**config.mk**
```make
export PLATFORM = sky130hd
export DESIGN_NAME = seq_divider
export DESIGN_NICKNAME = d
export VERILOG_FILES = /design/src/rtl/seq_divider.sv
export SDC_FILE = /design/constraint.sdc
export NUM_CORES = 1
export LEC_CHECK = 0
export BUFFER_PORTS_ARGS = -buffer_cell sky130_fd_sc_hd__buf_2
export CAP_MARGIN = 10
export CORE_MARGIN = 3
export CORE_UTILIZATION = 40
export CTS_CLUSTER_SIZE = 25
export DETAILED_ROUTE_END_ITERATION = 12
export PLACE_DENSITY = 0.68
export REMOVE_ABC_BUFFERS = 1
export SYNTH_ARGS = -nofsm -noshare
export SYNTH_HDL_FRONTEND = slang
export SYNTH_SLANG_ARGS = --single-unit
```
**constraint.sdc**
```tcl
create_clock -name clk -period 2.8 [get_ports clk]
set_input_delay 0.42 -clock clk [delete_from_list [all_inputs] [get_ports clk]]
set_output_delay 0.42 -clock clk [all_outputs]
set_load 0.01 [all_outputs]
```
**src/rtl/seq_divider.sv**
```systemverilog
// seq_divider: 12-bit by 6-bit unsigned restoring divider with a 6-bit quotient.
// Operands are latched on the accepting edge. A CHECK state screens for
// divide-by-zero and quotient overflow, then RUN performs six restoring steps.
module seq_divider (
  input  logic        clk,
  input  logic        rst,
  input  logic        start,
  input  logic [11:0] dividend,
  input  logic [5:0]  divisor,
  output logic        busy,
  output logic        done,
  output logic [5:0]  quotient,
  output logic [5:0]  remainder,
  output logic        dz,
  output logic        ovf
);

  typedef enum logic [1:0] {IDLE, CHECK, RUN, FIN} state_e;

  state_e      state_q, state_d;
  logic [11:0] dvd_q, dvd_d;
  logic [5:0]  dvs_q, dvs_d;
  logic [6:0]  r_q, r_d;
  logic [5:0]  qq_q, qq_d;
  logic [2:0]  cnt_q, cnt_d;
  logic [5:0]  quo_q, quo_d;
  logic [5:0]  rem_q, rem_d;
  logic        dz_q, dz_d;
  logic        ovf_q, ovf_d;

  // One restoring step: shift {R,Q} left and conditionally subtract the divisor.
  logic [7:0] r_sh;
  logic       r_ge;
  logic [6:0] r_step;
  logic [5:0] q_step;
  always_comb begin
    r_sh   = {r_q, qq_q[5]};
    r_ge   = (r_sh >= {2'b00, dvs_q});
    r_step = r_ge ? (r_sh[6:0] - {1'b0, dvs_q}) : r_sh[6:0];
    q_step = {qq_q[4:0], r_ge};
  end

  // Next-state, datapath update and status decode.
  always_comb begin
    state_d = state_q;
    dvd_d   = dvd_q;
    dvs_d   = dvs_q;
    r_d     = r_q;
    qq_d    = qq_q;
    cnt_d   = cnt_q;
    quo_d   = quo_q;
    rem_d   = rem_q;
    dz_d    = dz_q;
    ovf_d   = ovf_q;
    case (state_q)
      IDLE: begin
        if (start) begin
          dvd_d   = dividend;
          dvs_d   = divisor;
          state_d = CHECK;
        end
      end
      CHECK: begin
        if (dvs_q == 6'd0) begin
          dz_d    = 1'b1;
          ovf_d   = 1'b0;
          quo_d   = 6'h3F;
          rem_d   = dvd_q[5:0];
          state_d = FIN;
        end else if (dvd_q[11:6] >= dvs_q) begin
          // The upper half already holds the divisor: quotient cannot fit in 6 bits.
          dz_d    = 1'b0;
          ovf_d   = 1'b1;
          quo_d   = 6'h3F;
          rem_d   = 6'h00;
          state_d = FIN;
        end else begin
          r_d     = {1'b0, dvd_q[11:6]};
          qq_d    = dvd_q[5:0];
          cnt_d   = 3'd0;
          state_d = RUN;
        end
      end
      RUN: begin
        r_d   = r_step;
        qq_d  = q_step;
        cnt_d = cnt_q + 3'd1;
        if (cnt_q == 3'd5) begin
          quo_d   = q_step;
          rem_d   = r_step[5:0];
          dz_d    = 1'b0;
          ovf_d   = 1'b0;
          state_d = FIN;
        end
      end
      FIN:     state_d = IDLE;
      default: state_d = IDLE;
    endcase
    busy      = (state_q == CHECK) || (state_q == RUN);
    done      = (state_q == FIN);
    quotient  = quo_q;
    remainder = rem_q;
    dz        = dz_q;
    ovf       = ovf_q;
  end

  // State and datapath registers; reset clears every result and working register.
  always_ff @(posedge clk) begin
    if (rst) begin
      state_q <= IDLE;
      dvd_q   <= '0;
      dvs_q   <= '0;
      r_q     <= '0;
      qq_q    <= '0;
      cnt_q   <= '0;
      quo_q   <= '0;
      rem_q   <= '0;
      dz_q    <= 1'b0;
      ovf_q   <= 1'b0;
    end else begin
      state_q <= state_d;
      dvd_q   <= dvd_d;
      dvs_q   <= dvs_d;
      r_q     <= r_d;
      qq_q    <= qq_d;
      cnt_q   <= cnt_d;
      quo_q   <= quo_d;
      rem_q   <= rem_d;
      dz_q    <= dz_d;
      ovf_q   <= ovf_d;
    end
  end

endmodule

```
Word level (Yosys, flattened, before mapping)
Index checks and enable logic that the tools add are counted.
Widths: inputs -> output; s select.
Storage, ports and cells
  output and inout bits: 16
  bits in registers: 50
  input bits: 21
  logic and storage cells: 61
Operators by class
  add/subtract/negate cells: 2
  order comparisons: 2
  muxes and demuxes: 30
  reductions and logical operators: 8
  equal/unequal tests: 9
Operator list (count)
  $mux 6: 8
  $pmux 6 s2: 3
  $mux 7: 3
  $pmux 7 s2: 1
  $ge 8x6->1: 1
  $ne 2x2->1 const B: 4
  $pmux 2 s4: 1
  $mux 1: 7
  $sub 7x6->7: 1
  $ge 6x6->1: 1
  $logic_not 6->1: 1
  $mux 3: 2
  $pmux 3 s2: 1
  $reduce_and 3->1: 2
  $eq 2x2->1 const B: 2
  $mux 2: 2
  $pmux 1 s2: 2
  $reduce_and 2->1: 2
  $add 3x1->3 const B: 1
  $eq 3x3->1 const B: 1
  $ne 3x3->1 const B: 1
  $eq 2x1->1 const B: 1
  $logic_not 2->1: 1
  $reduce_bool 2->1: 1
  $logic_or 1x1->1: 1

Longest topological paths before layout
Gate-level depths: netlist of run 1.
  word-level depth: 4
  depth in mapped cells: 9

Least setup slack after synthesis of run 1
No wires, ideal clock.
  path type: reg2reg
  start point: reg qq_q[5]
  end point: reg qq_q[0]
  cell stages (with the launch flop): 10
  data arrival time: 1.954 ns
  setup slack: 0.759 ns
  required time: 2.713 ns
  library setup time: 0.087 ns
  buffers on the path: 0
  period minus slack after synthesis: 2.041 ns
  path through: dfxtp_1 > inv_1 > ha_1 > fa_1 > nor2b_1 > o21ai_1 > a21oi_4 > nor2_1 > a2111o_1 > o31ai_1
Between the ends
  longest elaborated chain between the ends: 2
Ends and longest elaborated chain
  from (decl): line 24  | logic [5:0] qq_q, qq_d;
  from (signal assigned): line 125  | qq_q <= qq_d;
  $ge 8x6->1: line 38  | r_ge = (r_sh >= {2'b00, dvs_q});
  $pmux 6 s2: line 55  | case (state_q)
Every way passes these cells.
A chain may end at the register's enable or synchronous reset.

Worst setup path after layout of run 1
  start point: reg qq_q[5]
  end point: reg rem_q[1], in the netlist remainder[1]
Between the ends
  longest elaborated chain between the ends: 4
  elaborated cells between the ends (all ways): 5
  those cells by class: 1 x add/sub; 1 x order compare; 3 x mux
Ends and longest elaborated chain
  $sub 7x6->7 or $ge 8x6->1 (tied branches): line 39, 38
  $mux 7 *: line 39  | r_step = r_ge ? (r_sh[6:0] - {1'b0, dvs_q}) : r_sh[6:0];
  $mux 6 *: line 88  | if (cnt_q == 3'd5) begin
  $pmux 6 s2 *: line 55
  to (signal assigned): line 128  | rem_q <= rem_d;
  to (decl): line 27  | logic [5:0] rem_q, rem_d;
Every way passes the cells marked *; elsewhere a longest branch is shown, timed or not. The select of a mux whose other input is x is not followed.

==> flow_metrics.tcl, run 1 <==
set metrics [dict create \
    drtAntennaViolNets 0 \
    p_int_mw 1.948 \
    hpwl_um 4720 \
    async_reset_ff_share_pct 0 \
    reg2regPathDepth 9 \
    hold_viol 0 \
    nFillCells 663 \
    status "finished, final reports clean" \
    postSynthCellCount 332 \
    rows 29 \
    clkSinkCount 50 \
    gp_congestion 0.8647 \
    syn_to_final_growth_pct 12.60 \
    cts_tree "done" \
    timing.fmax_ghz 0.4153 \
    crit_type "reg -> reg" \
    cts_buffers 5 \
    synth_seq_cells 50 \
    clock_latency_ns 0.31 \
    fin_nets 402 \
    netlist_area_mm2 0.002700 \
    yosysWarnings 0 \
    first_pass_iters 4 \
    die_area_mm2 0.007772 \
    p_sw_mw 1.614 \
    grt_start_max_net_pins 35 \
    h-tree-depth 2 \
    power_density_mw_per_mm2 1171 \
    syn_area_per_cell_um2 8.133 \
    rsz0062_at_grt "no" \
    core_area_mm2 0.006459 \
    clk_pin_slew_ns 0.10 \
    synth_largest_area_cell "dfxtp_1" \
    hold_end "dvd_q[2]" \
    port_buffers 36 \
    setup_viol_count_final 0 \
    power.leakage_nw 1.204 \
    r2r_slack_ns 0.39 \
    r2r-start "qq_q[5]" \
    grt_pass1_vias 2240 \
    viasPerCell 5.446 \
    finalClockSkew_ns 0.007208 \
    die_w_um 88.16 \
    clkPwrFrac_pct 14.5 \
    synth_seq_area_share_pct 37.07 \
    grt-ovfl-total 0 \
    antenna_found_initial 0 \
    finalSetupTns_ns 0 \
    hp-start "dividend[2]" \
    critPathArrivalTime_ns 2.64 \
    drtIter0Drc 185 \
    finalPower_mw 3.562 \
    slew_headroom_pct 47.16 \
    vias 2391 \
    required_ns 3.03 \
    grt_pass1_wl_um 10710 \
    cts_setup_buffers 0 \
    synth-edff-count 0 \
    final_max_slew_viol_count 0 \
    cap_violations 0 \
    num_antenna_cells 0 \
    end_kind "flip-flop" \
    synth_cell_type_count 49 \
    die_h_um 88.16 \
    start_kind "flip-flop" \
    yosysMostFrequentCell "nand2_1" \
    seqPwrFrac_pct 30.5 \
    wl_um 6415 \
    comb_power_share_pct 54.9 \
    holdCritPathClass "in -> reg" \
    synth_top_area_share_pct 37.07 \
    cts_root_buffer "clkbuf_8" \
    wire_per_inst_um 14.61 \
    min_period_over_period_pct 86.00 \
    drive_above_1_share_pct 14.64 \
    synthTopCellsByArea "dfxtp_1, ha_1, nand2_1" \
    cts_max_path_buffers 2 \
    io_pins 37 \
    start_util_pct 41.81 \
    multiInputGateArea_mm2 0.001564 \
    synth_ff_type "dfxtp_1" \
    track_usage_pct 17.60 \
    seq_area_mm2 0.001001 \
    power.share.switching_pct 45.32 \
    yosys-top-cells-count "nand2_1, dfxtp_1, a21oi_1" \
    tightest_slew_ns 0.7925 \
    critPathMaxFanout 9 \
    drc_errors 0 \
    hold-path-cell-count 3 \
    finalCriticalPeriod_ns 2.408 \
    peakVddDrop_uv 705.3 \
    reg2reg_to "remainder[1]" \
]
==> final cells by class <==
cell class / instances / share of cell area (%)
inverters: 16 / 1.975
repair buffers: 40 / 6.914
clock buffers: 5 / 2.263
clock inverters: 3 / 1.317
well taps: 77 / 3.169
flip-flops and latches: 50 / 32.92
multi-input cells: 248 / 51.44
==> cell families after synthesis <==
kind of cell	after synthesis	share of synthesized area (%)
mux	10	3.707
compound gates	92	22.75
simple gates	123	20.67
fa+ha+maj	20	9.546
flops	50	37.07
xor+xnor	3	0.9733
buf+inv	34	5.283
==> registers in the layout, indices dropped and copies added, names as in the netlist, 2 cells and up <==
register	cells
cnt_q	3
state_q	2
quotient	6
r_q	7
qq_q	6
dvd_q	12
remainder	6
dvs_q	6
==> metrics by stage <==
stage | worst slack, ns | instances | util, % | hold WS, ns | instance area [um^2]
6_report | 0.3919 | 439 | 47.07 | 0.3342 | 3040
5_1_grt | 0.2278 | 439 | 47.07 | 0.3335 | 3040
4_1_cts | 0.2589 | 439 | 46.96 | 0.3242 | 3033
3_5_place_dp | 0.2745 | 431 | 45.27 | 0.4637 | 2924
3_3_place_gp | 0.4432 | 431 | 45.27 | 0.4548 | 2924
2_1_floorplan | 0.3325 | 314 | - | 0.4382 | 2618
==> cells in the final DEF, fill, tap and decap left out, types with 5 or more instances in the layout <==
cell type	count
a211oi_1	9
a21oi_1	35
a311oi_1	8
buf_2	36
clkbuf_8	5
dfxtp_1	50
ha_1	19
inv_1	16
mux2i_1	10
nand2_1	52
nand2b_1	10
nand3_1	5
nor2_1	32
o211ai_1	7
o21ai_0	11
==> worst max path at each step <==
stage | start | endpoint | slack, ns | depth (start not counted)
2_1_floorplan | state_q[0] | remainder[5] | 0.33 | 7
3_3_place_gp | dvs_q[1] | quotient[4] | 0.44 | 7
3_5_place_dp | dvs_q[1] | quotient[3] | 0.27 | 7
4_1_cts | dvd_q[6] | quotient[3] | 0.26 | 8
5_1_grt | qq_q[5] | remainder[1] | 0.23 | 9
6_report | qq_q[5] | remainder[1] | 0.39 | 9
==> power groups by stage <==
stage                     sequential, mW  clock (mW)  combinational (mW)
after global placement              1.10           0                1.91
after detailed placement            1.11           0                1.94
final                               1.09       0.518                1.96
after global routing                1.12       0.556                2.21
after floorplan                     1.11           0                1.38
after CTS                           1.09       0.530                1.95
==> what timing repair did <==
action / 4_1_cts / 5_1_grt
resized for setup: 0 / 1
endpoints found under the setup margin: 0 / 3
hold buffers: 0 / 0
==> layer usage <==
layer	share of wire, %	global-route usage [%]	routed length [um]	up-vias
met4	1.9	5.357	125	0
met1	48	24.21	3110	1086
met5	0	0	0	-
li1	-	-	-	1230
met3	4.3	4.045	278	14
met2	45	27.46	2901	61
==> worst max-delay path, cell delays in order, from the launching register on <==
cell and delay [ns]:
dfxtp_1 0.39, inv_1 0.06, ha_1 0.20, fa_1 0.43
nor2b_1 0.17, o21ai_1 0.12, a21oi_4 0.25, nand2b_1 0.24
o211ai_1 0.19, a311oi_1 0.28
Power figures use the tool's default switching activity.
==> run 2, diff against run 1 <==
--- a/config.mk
+++ b/config.mk
@@ -8,10 +8,10 @@
 export BUFFER_PORTS_ARGS = -buffer_cell sky130_fd_sc_hd__buf_2
 export CAP_MARGIN = 10
 export CORE_MARGIN = 3
-export CORE_UTILIZATION = 40
+export CORE_UTILIZATION = 57
 export CTS_CLUSTER_SIZE = 25
 export DETAILED_ROUTE_END_ITERATION = 12
-export PLACE_DENSITY = 0.68
+export PLACE_DENSITY = 0.88
 export REMOVE_ABC_BUFFERS = 1
 export SYNTH_ARGS = -nofsm -noshare
 export SYNTH_HDL_FRONTEND = slang
==> run 2 against run 1 <==
Net effect:
- first-iteration DRC count up 28%
- utilization rose by 20 points
- worst hold slack better by 0.014 ns
- setup slack gained 0.031 ns
- via count up 2.6%
- global-route usage up 6.1 points
- non-clock buffer count decreased by 1
- combinational power about the same
- routed wire length is 1.5% lower
- flip-flop and latch count unchanged
- sequential share of layout area is 0.38 points higher
- sequential power about the same
==> flow_metrics.tcl, run 2 (synthesis gave the netlist of run 1 again) <==
set metrics [dict create \
    reg_top3 "dvd_q: 12 flops, r_q: 7 flops" \
    finalCriticalPeriod_ns 2.377 \
    largest_reg_flops 12 \
    track_usage_pct 23.73 \
    cts_buffers 5 \
    min_period_over_period_pct 84.91 \
    die_h_um 74.83 \
    drtIter0Drc 236 \
    fin_nets 401 \
    critPathMaxFanout 9 \
    cts_root_buffer "clkbuf_8" \
    drive_above_1_share_pct 14.17 \
    h-tree-depth 2 \
    hold_viol 0 \
    rsz0062_at_grt "no" \
    r2r_slack_ns 0.42 \
    placed_cell_area_mm2 0.002885 \
    power.leakage_nw 1.198 \
    hold-path-cell-count 3 \
    timing.fmax_ghz 0.4206 \
    cts_max_path_buffers 2 \
    status "finished, final reports clean" \
    final_area_mm2 0.003005 \
    die_area_mm2 0.005599 \
    peakVddDrop_uv 1038 \
    setup_ws_ns 0.4226 \
    first_pass_iters 4 \
    wire_per_inst_um 15.34 \
    final_max_slew_viol_count 0 \
    critPathArrivalTime_ns 2.59 \
    met1_length_um 2833 \
    drtAntennaViolNets 0 \
    clkSinkCount 50 \
    setup_viol_count_final 0 \
    dr_wl_met3_um 331 \
    grt_pass1_vias 2280 \
    clk_pin_slew_ns 0.09 \
    die_w_um 74.83 \
    cts_hold_buf 0 \
    viasPerCell 5.956 \
    start_kind "flip-flop" \
    finalSetupTns_ns 0 \
    grt_start_max_net_pins 36 \
    end_kind "flip-flop" \
    dr.max_layer_used "met4" \
    cts_tree "done" \
    clock_latency_ns 0.30 \
    num_antenna_cells 0 \
    io_pins 37 \
    antenna_found_initial 0 \
    power_density_mw_per_mm2 1194 \
    hold_end "dvd_q[7]" \
    holdCritPathClass "in -> reg" \
    drc_errors 0 \
    r2r-start "qq_q[5]" \
    core_area_mm2 0.004474 \
    syn_to_final_growth_pct 11.31 \
    start_util_pct 60.35 \
    crit_type "reg -> reg" \
    reg2reg_to "remainder[1]" \
    wl_um 6321 \
    regMostFlops "dvd_q" \
    finalClockSkew_ns 0.005705 \
    layout_commonest_cell "nand2_1" \
    grt-ovfl-total 0 \
    rows 24 \
    hpwl_um 4652 \
    required_ns 3.01 \
    tightest_slew_ns 0.8059 \
    wl_met2_um 3052 \
    place_ws_ns 0.3465 \
    cap_violations 0 \
    vias 2454 \
    reg2regPathDepth 9 \
    port_buffers 36 \
    gp_congestion 0.9231 \
    hp-start "dividend[7]" \
    final_cell_mix "nand2_1, dfxtp_1, buf_2" \
    grt_pass1_wl_um 10410 \
    slew_headroom_pct 46.27 \
]
==> run 2: cell types whose count changed in the layout (fill, tap and decap cells not counted) <==
cell / delta
buf_4: -1
clkinv_2: -2
clkbuf_8: +1
==> run 2: layout make-up <==
| cell class | instances | area, um^2 |
|---|---|---|
| Fill cell | 351 | 1469 |
| Sequential cell | 50 | 1001 |
| Inverter | 16 | 60.06 |
| Multi-Input combinational cell | 248 | 1564 |
| Tap cell | 52 | 65.06 |
| Clock inverter | 1 | 30.03 |
| Timing Repair Buffer | 39 | 202.7 |
| Clock buffer | 6 | 82.58 |
==> run 2: timing repair <==
action	4_1_cts	5_1_grt
setup endpoints to repair	0	1
buffers inserted	0	0
resized for setup	0	1
==> run 2: where the power goes <==
part / internal [mW] / leakage, nW / switching, mW
Combinational: 0.757 / 0.732 / 1.23
Clock: 0.286 / 0.0573 / 0.231
Sequential: 0.931 / 0.409 / 0.156
Total: 1.97 / 1.20 / 1.61
==> run 2: worst max-delay path by stage <==
stage | startpoint | to | cells after the start
6_report | qq_q[5] | remainder[1] | 9
5_1_grt | qq_q[5] | remainder[1] | 9
4_1_cts | dvs_q[1] | remainder[5] | 7
3_5_place_dp | dvs_q[1] | ovf | 7
3_3_place_gp | dvs_q[2] | ovf | 8
2_1_floorplan | state_q[0] | remainder[5] | 7
==> run 2: layer usage <==
metal | vias to the layer above | GRT usage, %
li1 | 1226 | -
met1 | 1141 | 32.07
met2 | 74 | 39.26
met3 | 13 | 3.738
met4 | 0 | 6.719
met5 | - | 0
==> run 2: stage by stage <==
stage	std cells	power (mW)	hold WS (ns)	util [%]
floorplan	314	2.495	0.4382	-
global placement	405	2.992	0.4535	64.49
detailed placement	405	3.047	0.4580	64.49
CTS	412	3.560	0.3437	67.00
global route	412	3.878	0.3550	67.17
finish	412	3.587	0.3479	67.17
==> run 2: critical path, stage by stage (launching register included) <==
cell,delay [ns]
dfxtp_1,0.37
inv_1,0.07
ha_1,0.20
fa_1,0.44
nor2b_1,0.17
o21ai_1,0.13
a21oi_4,0.25
nand2b_1,0.23
o211ai_1,0.15
a311oi_1,0.29
==> run 3, diff against run 2 <==
==> constraint.sdc (replaced) <==
create_clock -name clk -period 2.5 [get_ports clk]
set_input_delay 0.375 -clock clk [delete_from_list [all_inputs] [get_ports clk]]
set_output_delay 0.375 -clock clk [all_outputs]
set_load 0.01 [all_outputs]
==> run 3 against run 2 <==
Net effect:
- setup slack got worse by 0.26 ns
- clock-buffer cell count fell by 1
- routed wire length rose by 1.2%
- non-clock buffer count rose by 7
- critical path depth unchanged
- cell count increased by 1.7%
- utilization rose by 0.89 points
- sequential share of layout area shrank 0.44 points
- combinational power rose by 21%
- global-route usage about the same
==> flow_metrics.tcl, run 3 (synthesis gave the netlist of run 1 again) <==
set metrics [dict create \
    status "finished, final reports clean" \
    io_pins 37 \
    finalClockSkew_ns 0.005598 \
    grt_pass1_vias 2165 \
    wl_um 6395 \
    grt_start_max_net_pins 39 \
    die_w_um 74.83 \
    timing.fmax_ghz 0.4273 \
    power_density_mw_per_mm2 1337 \
    required_ns 2.71 \
    seqPwrFrac_pct 30.0 \
    port_buffers 36 \
    viasPerCell 5.900 \
    h-tree-depth 2 \
    hpwl_um 4663 \
    cts_tree "done" \
    cts_root_buffer "clkbuf_8" \
    holdCritPathClass "in -> reg" \
    end_kind "flip-flop" \
    drtAntennaViolNets 0 \
    drc_errors 0 \
    num_antenna_cells 0 \
    grt_pass1_wl_um 10180 \
    p_int_mw 2.205 \
    die_h_um 74.83 \
    critPathArrivalTime_ns 2.55 \
    reg_top3 "dvd_q: 12 flops, r_q: 7 flops" \
    track_usage_pct 23.70 \
    rows 24 \
    finalCriticalPeriod_ns 2.340 \
    setup_viol_count_final 0 \
    comb_power_share_pct 58.6 \
    antenna_found_initial 0 \
    final_max_slew_viol_count 0 \
    min_period_over_period_pct 93.61 \
    peakVddDrop_uv 875.8 \
    syn_to_final_growth_pct 12.79 \
    clk_pin_slew_ns 0.09 \
    start_util_pct 60.35 \
    grt-ovfl-total 0 \
    final_cell_mix "nand2_1, dfxtp_1, buf_2" \
    slew_headroom_pct 48.28 \
    rsz0062_at_grt "no" \
    drive_above_1_share_pct 16.62 \
    gp_congestion 0.9189 \
    power.leakage_nw 1.229 \
    critPathMaxFanout 10 \
    finalSetupTns_ns 0 \
    tightest_slew_ns 0.7757 \
    cap_violations 0 \
    core_area_mm2 0.004474 \
    cts_buffers 5 \
    hold_viol 0 \
    layout_commonest_cell "nand2_1" \
    clock_latency_ns 0.30 \
    drtIter0Drc 219 \
    finalPower_mw 4.071 \
    start_kind "flip-flop" \
    fin_util_pct 68.06 \
    clkSinkCount 50 \
    cts_max_path_buffers 2 \
    crit_type "reg -> reg" \
    vias 2472 \
    wire_per_inst_um 15.26 \
    die_area_mm2 0.005599 \
    fin_nets 408 \
    first_pass_iters 5 \
    regMostFlops "dvd_q" \
    p_sw_mw 1.866 \
    largest_reg_flops 12 \
    power.share.switching_pct 45.83 \
    clkPwrFrac_pct 11.4 \
]
-- run 3: area by class of cell --
class	instances	area, um^2
Tap cell	52	65.06
Clock buffer	5	68.82
Fill cell	343	1429
Sequential cell	50	1001
Timing Repair Buffer	46	255.2
Inverter	16	60.06
Clock inverter	2	13.76
Multi-Input combinational cell	248	1582
-- run 3: per-layer routing --
layer | vias to the layer above | GRT usage [%] | share of wire [%]
met5 | - | 0 | 0
met4 | 0 | 6.522 | 1.8
met3 | 10 | 4.539 | 5.5
met2 | 89 | 38.20 | 48
met1 | 1133 | 32.53 | 45
li1 | 1240 | - | -
-- run 3: metrics by stage --
stage / hold slack, ns / instance area (um^2) / setup WS (ns) / instances
6_report: 0.3012 / 3045 / 0.1597 / 419
3_3_place_gp: 0.4538 / 2915 / 0.1596 / 409
5_1_grt: 0.2881 / 3045 / 0.02056 / 419
4_1_cts: 0.2993 / 2998 / 0.05353 / 416
2_1_floorplan: 0.4382 / 2618 / 0.03246 / 314
3_5_place_dp: 0.4588 / 2915 / 0.04940 / 409
-- run 3: repair_timing --
action / 4_1_cts / 5_1_grt
gates resized for setup: 0 / 4
endpoints found under the setup margin: 0 / 16
hold endpoints to repair: 0 / 0
buffers inserted: 0 / 3
hold buffers: 0 / 0
-- run 3: power groups by stage --
stage	combinational, mW	clock (mW)	sequential (mW)
2_1_floorplan	1.55	0	1.24
3_3_place_gp	2.14	0	1.23
3_5_place_dp	2.19	0	1.24
4_1_cts	2.21	0.466	1.22
5_1_grt	2.64	0.500	1.25
6_report	2.39	0.464	1.22
-- run 3: worst paths after layout --
path	slack, ns	end	depth (start not counted)	start
worst max register to register	0.16	r_q[2]	9	dvs_q[4]
worst min register to register	0.47	remainder[4]	2	remainder[4]
worst max-delay path	0.16	r_q[2]	9	dvs_q[4]
worst min-delay path	0.30	dvs_q[1]	3	divisor[1]
-- run 3: worst max-delay path, cell delays in order, from the launching register on --
cell and delay, ns:
dfxtp_1 0.36, inv_1 0.08, ha_1 0.30, a21o_1 0.18
a21oi_1 0.27, o2111ai_2 0.16, buf_4 0.17, o21a_1 0.22
or3_1 0.40, o32ai_1 0.10
